`src/rtl/data_mem_dma.sv`:
```
// Block-transfer initiator for the 32x16 data memory: COPY moves LEN words src->dst,
// FILL writes a constant to LEN words. Owns the memory port only while busy.
module data_mem_dma #(
    parameter int AW = 5,
    parameter int DW = 16,
    parameter int LW = 6
) (
    input  logic          clk,
    input  logic          rst_n,
    input  logic          start,
    input  logic          mode,
    input  logic [AW-1:0] src_addr,
    input  logic [AW-1:0] dst_addr,
    input  logic [LW-1:0] len,
    input  logic [DW-1:0] fill_value,
    output logic          busy,
    output logic          done,
    output logic [LW-1:0] words_left,
    output logic          mem_write,
    output logic [AW-1:0] mem_addr,
    output logic [DW-1:0] mem_datain,
    input  logic [DW-1:0] mem_dataout
);

    typedef enum logic [1:0] {
        ST_IDLE = 2'd0,
        ST_RD   = 2'd1,
        ST_WR   = 2'd2,
        ST_DONE = 2'd3
    } state_t;

    localparam logic [AW-1:0] PTR_ONE = AW'(1);
    localparam logic [LW-1:0] LEN_ONE = LW'(1);
    localparam logic [LW-1:0] LEN_ZERO = LW'(0);

    state_t        state_r, state_s;
    logic          mode_r, mode_s;
    logic [AW-1:0] src_ptr_r, src_ptr_s;
    logic [AW-1:0] dst_ptr_r, dst_ptr_s;
    logic [LW-1:0] words_left_r, words_left_s;
    logic [DW-1:0] buf_r, buf_s;
    logic [DW-1:0] fill_r, fill_s;

    logic          busy_r, busy_s;
    logic          done_r, done_s;
    logic          mem_write_r, mem_write_s;
    logic [AW-1:0] mem_addr_r, mem_addr_s;
    logic [DW-1:0] mem_datain_r, mem_datain_s;

    // Next-state and datapath update for the transfer sequencer.
    always_comb begin
        state_s      = state_r;
        mode_s       = mode_r;
        src_ptr_s    = src_ptr_r;
        dst_ptr_s    = dst_ptr_r;
        words_left_s = words_left_r;
        buf_s        = buf_r;
        fill_s       = fill_r;
        case (state_r)
            ST_IDLE: begin
                if (start) begin
                    mode_s       = mode;
                    src_ptr_s    = src_addr;
                    dst_ptr_s    = dst_addr;
                    words_left_s = len;
                    fill_s       = fill_value;
                    if (len == LEN_ZERO) begin
                        state_s = ST_DONE;
                    end else if (mode) begin
                        state_s = ST_WR;
                    end else begin
                        state_s = ST_RD;
                    end
                end else begin
                    state_s = ST_IDLE;
                end
            end
            ST_RD: begin
                buf_s   = mem_dataout;
                state_s = ST_WR;
            end
            ST_WR: begin
                src_ptr_s    = src_ptr_r + PTR_ONE;
                dst_ptr_s    = dst_ptr_r + PTR_ONE;
                words_left_s = words_left_r - LEN_ONE;
                if (words_left_r == LEN_ONE) begin
                    state_s = ST_DONE;
                end else if (mode_r) begin
                    state_s = ST_WR;
                end else begin
                    state_s = ST_RD;
                end
            end
            ST_DONE: begin
                state_s = ST_IDLE;
            end
            default: begin
                state_s = ST_IDLE;
            end
        endcase
    end

    // Output decode from the next state so every port comes straight from a flop;
    // address and data hold their previous values outside RD/WR.
    always_comb begin
        busy_s       = (state_s != ST_IDLE);
        done_s       = (state_s == ST_DONE);
        mem_write_s  = (state_s == ST_WR);
        mem_addr_s   = mem_addr_r;
        mem_datain_s = mem_datain_r;
        case (state_s)
            ST_RD: begin
                mem_addr_s = src_ptr_s;
            end
            ST_WR: begin
                mem_addr_s   = dst_ptr_s;
                mem_datain_s = mode_s ? fill_s : buf_s;
            end
            default: begin
                mem_addr_s   = mem_addr_r;
                mem_datain_s = mem_datain_r;
            end
        endcase
    end

    // State, pointer and registered-output flops; reset aborts any transfer at once.
    always_ff @(posedge clk or negedge rst_n) begin
        if (!rst_n) begin
            state_r      <= ST_IDLE;
            mode_r       <= 1'b0;
            src_ptr_r    <= '0;
            dst_ptr_r    <= '0;
            words_left_r <= '0;
            buf_r        <= '0;
            fill_r       <= '0;
            busy_r       <= 1'b0;
            done_r       <= 1'b0;
            mem_write_r  <= 1'b0;
            mem_addr_r   <= '0;
            mem_datain_r <= '0;
        end else begin
            state_r      <= state_s;
            mode_r       <= mode_s;
            src_ptr_r    <= src_ptr_s;
            dst_ptr_r    <= dst_ptr_s;
            words_left_r <= words_left_s;
            buf_r        <= buf_s;
            fill_r       <= fill_s;
            busy_r       <= busy_s;
            done_r       <= done_s;
            mem_write_r  <= mem_write_s;
            mem_addr_r   <= mem_addr_s;
            mem_datain_r <= mem_datain_s;
        end
    end

    assign busy       = busy_r;
    assign done       = done_r;
    assign words_left = words_left_r;
    assign mem_write  = mem_write_r;
    assign mem_addr   = mem_addr_r;
    assign mem_datain = mem_datain_r;

endmodule

```
`config.mk`:
```
export PLATFORM = sky130hd
export DESIGN_NAME = data_mem_dma
export DESIGN_NICKNAME = d
export VERILOG_FILES = /design/src/rtl/data_mem_dma.sv
export SDC_FILE = /design/constraint.sdc
export NUM_CORES = 1
export LEC_CHECK = 0
export BUFFER_PORTS_ARGS = -buffer_cell sky130_fd_sc_hd__buf_2
export CORE_UTILIZATION = 29
export DETAILED_ROUTE_END_ITERATION = 7
export PLACE_DENSITY_LB_ADDON = 0.3
export SYNTH_ARGS = -nofsm -noshare
export SYNTH_HDL_FRONTEND = slang
export SYNTH_SLANG_ARGS = --single-unit
```
`constraint.sdc`:
```
create_clock -name clk -period 3.45 [get_ports clk]
set_clock_uncertainty 0.15 [all_clocks]
set_input_delay 0.69 -clock clk [delete_from_list [all_inputs] [get_ports clk]]
set_output_delay 0.69 -clock clk [all_outputs]
set_load 0.01 [all_outputs]
```
==> results by stage <==
Status:
- The run finished with clean final reports.

Timing:
- Setup repair after global routing left no endpoint under its margin.
- Derived from the worst setup path, the maximum achievable clock frequency is 350 MHz.
- The max-slew violation count is 0.
- The final number of setup-violating endpoints is 0.
- The tightest hold margin is 0.331 ns.
- The measured slew at the worst slew-check pin is 0.963 ns.
- The sum of negative setup slack is 0 ns.
- After layout, the worst setup slack is 0.597 ns.
- In the finished design, the share of the clock period the worst path needs comes to 82.7%.
- The number of hold violations in the final report is 0.
- Measured against its own limit, the worst slew margin works out to 35.8%.
- For the finished layout, the period the worst path requires is 2.85 ns.

Worst setup path:
- The critical path launch point type is a primary input.
- The critical path starts at len[2].
- The endpoint class of the critical path is a flop.
- Measured in cells, the most critical reg-to-reg path has a length of 7.
- In this run the critical register-to-register path is launched from words_left[3].
- The delay of the slowest cell on the worst path is 0.50 ns.
- In this run the register-to-register setup slack is 0.89 ns.
- STA puts the critical path data arrival time at 2.92 ns.
- The critical-path cell with the highest stage delay is sky130_fd_sc_hd__or4_1.
- For the worst setup path, the data required time is 3.52 ns.
- The reg-to-reg critical path endpoint is mem_addr[0].
- In this run the worst path has a maximum fanout of 7.
- The signal on the critical path passes through buf_2 -> or4_1 -> nor3_1 -> nand2b_1 -> a22oi_1 -> ha_1 -> and2_1 -> a221o_1.
- The category of the critical setup timing path is primary input to flop.

Clocking:
- The clock sink count is 75.
- The TritonCTS clock tree is built.
- For the worst-skew pair, the clock arrives at the later sink with an insertion delay of 0.34 ns.
- The level count of the clock H-tree is 3.
- The maximum buffer depth of the clock tree is 2.
- Once the clock tree was built, the setup fixing pass inserted 0 buffers.
- The number of buffers added by the clock tree synthesis step is 9.
- The clock tree root buffer cell is sky130_fd_sc_hd__clkbuf_16.
- The clock-pin slew reported for the worst setup and hold paths after clock tree synthesis is 0.06 ns.
- Buffers inserted to repair hold after CTS numbered 0.
- Post-CTS repair changed the size of 0 cells.

Synthesis:
- By area the synthesized netlist is led by sky130_fd_sc_hd__dfrtp_1 53%, sky130_fd_sc_hd__mux2i_1 10%, sky130_fd_sc_hd__mux2_2 8.6%.
- The flip-flop and latch count after synthesis is 75.
- The register area share after synthesis is 52.9%.
- The number of synthesized flops with an enable pin is 0.
- For this run, the number of Yosys warnings is 0.
- When the netlist entered floorplanning its net count stood at 356.
- The dominant cell type by area after synthesis is sky130_fd_sc_hd__dfrtp_1.
- The synthesized netlist contains 42 unique library cells.
- The post-synthesis area per instance is 12.0 sq um.
- Synthesis produced 296 cells.
- Summed over its instances, the top area cell type makes up 52.9% of the synthesized netlist area.
- The fraction of registers with async set/reset is 100%.
- The commonest register cell after synthesis is sky130_fd_sc_hd__dfrtp_1.
- The area of the mapped netlist is 3550 sq um.

Route:
- For this run, design rule violations remaining after detail routing come to 0.
- For this run, the detailed router's first-pass iteration total came to 4.
- Dividing the detail-routed wire length by the instance count gives 15.6 um.
- The final layout contains routed wiring with a total length of 8260 um.
- The average via count per standard cell is 4.80.
- The routed via count is 2549.
- The count of nets left with antenna violations once routing finished came out at 0.
- For this block, the initial DRC count from the detailed router was 59.

Die:
- The die covers 12700 sq um.
- The initial utilization of the core area, before any placement, comes to 29.7%.
- The core outline area is 12000 sq um.
- After floorplanning, the core was divided into 40 placement rows.
- The height of the chip is 113 um.
- In this run the count of I/O pins placed on the die edge is 82.
- The floorplan die width is 113 um.

Finish:
- After the last flow step, the layout net total stands at 439.
- Compared with the post-synthesis result, the final layout area differs by 25.6%.
- The layout has 1186 filler cells.
- The diode insertion count for antenna repair is 0.
- The share of post-route cells with drive strength above 1 is 35.4%.
- For this run, the share of the core covered by cells in the final layout is 37.3%.

Power:
- The proportion of power drawn by the clock network is 21.4%.
- The share of power burned in registers is 34.3%.
- Cell internal power was estimated by the tool at 3.05 mW.
- Dividing total power by cell area gives a power density of 1070 nW/um^2.
- In this run, the combinational gates consume 44.3% of the power.
- The analysis attributes to cell leakage a power of 2.15 nW.
- The worst-case IR drop observed on VDD is 0.000339 V.
- The switching power of the nets is 1.74 mW.
- Of the total power, the share spent switching nets is 36.3%.

Placed design:
- The number of I/O port buffers is 81.
- The post-place setup slack is 0.239 ns.
- The global placement routability congestion is 0.786.
- Detailed placement finished with a half-perimeter wire length of 5680 um.

GRT:
- The met3 routing resource usage after global routing is 4.64%.
- The first global-routing pass estimated 13600 um of wire.
- The met2 demand-to-capacity share in global routing is 22.3%.
- The global-route usage over all layers is 14.2%.
- For this run the aggregate overflow at the end of global routing stands at 0.
- The global routing's busiest layer is met2.
- The number of antenna violations at the first check in global routing is 0.
- Entering global routing, the biggest net connects 76 pins.
- The via count of the first global-routing pass is 2570.
- The met1 global-route usage is 17.6%.

Min path:
- The path class of the lowest-slack min-delay path is flop to flop.
- The number of cells on the worst hold path is 1.
- The startpoint identified for the worst hold timing path is buf_r[14].
- The hold path endpoint is buf_r[14].

Job:
- Across the run, the number of max-cap violations was 0.
-- worst max path at each step --
stage	end
after CTS	mem_addr[0]
after detailed placement	mem_addr[0]
final	mem_addr[0]
after floorplan	mem_datain[0]
after global routing	mem_addr[1]
after global placement	mem_addr[4]
-- Yosys cell counts (3+ instances only) --
cell,number
sky130_fd_sc_hd__clkbuf_1,7
sky130_fd_sc_hd__nand3_1,6
sky130_fd_sc_hd__mux2_1,5
sky130_fd_sc_hd__nor2b_1,11
sky130_fd_sc_hd__o21ai_0,7
sky130_fd_sc_hd__nor2_1,5
sky130_fd_sc_hd__a2bb2oi_1,3
sky130_fd_sc_hd__o22ai_1,9
sky130_fd_sc_hd__a221o_1,5
sky130_fd_sc_hd__ha_1,8
sky130_fd_sc_hd__dfrtp_1,75
sky130_fd_sc_hd__nand2b_1,5
sky130_fd_sc_hd__mux2_2,27
sky130_fd_sc_hd__inv_1,27
sky130_fd_sc_hd__nand3b_1,4
sky130_fd_sc_hd__mux2i_1,37
sky130_fd_sc_hd__a22oi_1,3
sky130_fd_sc_hd__a21oi_1,16
sky130_fd_sc_hd__buf_2,5
-- cells by family after synthesis --
family	after synthesis	share of synthesized area (%)
AOI/OAI and AO/OA	57	10.7
adders and majority gates	8	2.82
buffers and inverters	44	5.36
DFF	75	52.9
muxes	70	21.2
and+or+nand+nor	42	7.02
-- layout by cell type (no fill, tap or decap), drive strengths merged, types with 2 or more instances in the layout --
cell type,n
o21a,2
nor3,2
o31a,2
dfrtp,75
a22oi,3
a31oi,2
clkbuf,10
ha,8
nand2,2
nor2b,11
a21oi,16
o31ai,2
nor3b,2
a2bb2oi,3
inv,28
clkinv,2
o21ai,8
mux2i,38
o22ai,9
nand2b,5
a221o,5
clkinvlp,2
nand3,6
nand3b,4
nor2,5
bufinv,2
mux2,32
buf,88
-- power groups by stage --
stage	clock network, mW	registers [mW]	logic (mW)
floorplan	0	1.63	1.51
global placement	0	1.64	2.13
detailed placement	0	1.65	2.16
CTS	1.06	1.65	2.17
global route	1.09	1.71	2.37
finish	1.03	1.64	2.12
-- cell type report --
type | instances | area (sq um) | area share [%]
flip-flops and latches | 75 | 1880 | 42.1
multi-input cells | 177 | 1490 | 33.4
repair buffers | 88 | 473 | 10.6
clock buffers | 10 | 239 | 5.36
well taps | 147 | 184 | 4.13
inverters | 28 | 105 | 2.36
clock inverters | 6 | 88.8 | 1.99
-- worst max-delay path: cells and delay by family --
family	cells	cell delay [ns]
adder cells (fa/ha/maj)	1	0.40
AND/OR/NAND/NOR	4	1.22
buffers and inverters	1	0.11
AO/OA/AOI/OAI	2	0.50
-- state kept, by name (all words and copies together) (netlist names) --
register	cells
fill_r	16
done	1
state_r	2
busy	1
mem_datain	16
mem_addr	5
dst_ptr_r	5
words_left	6
mode_r	1
mem_write	1
buf_r	16
src_ptr_r	5
-- per-stage QoR --
step	instance area (sq um)	instances	total power, mW
2_1_floorplan	3550	296	3.14
3_3_place_gp	4130	515	3.77
3_5_place_dp	4130	515	3.82
4_1_cts	4460	531	4.87
5_1_grt	4460	531	5.17
6_report	4460	531	4.79
-- routing by layer --
| metal | share of wire [%] | vias up |
|---|---|---|
| met1 | 44 | 1256 |
| met2 | 48 | 65 |
| li1 | - | 1214 |
| met4 | 2.1 | 0 |
| met3 | 5.9 | 14 |
| met5 | 0 | - |
(Power assumes the default switching activity.)
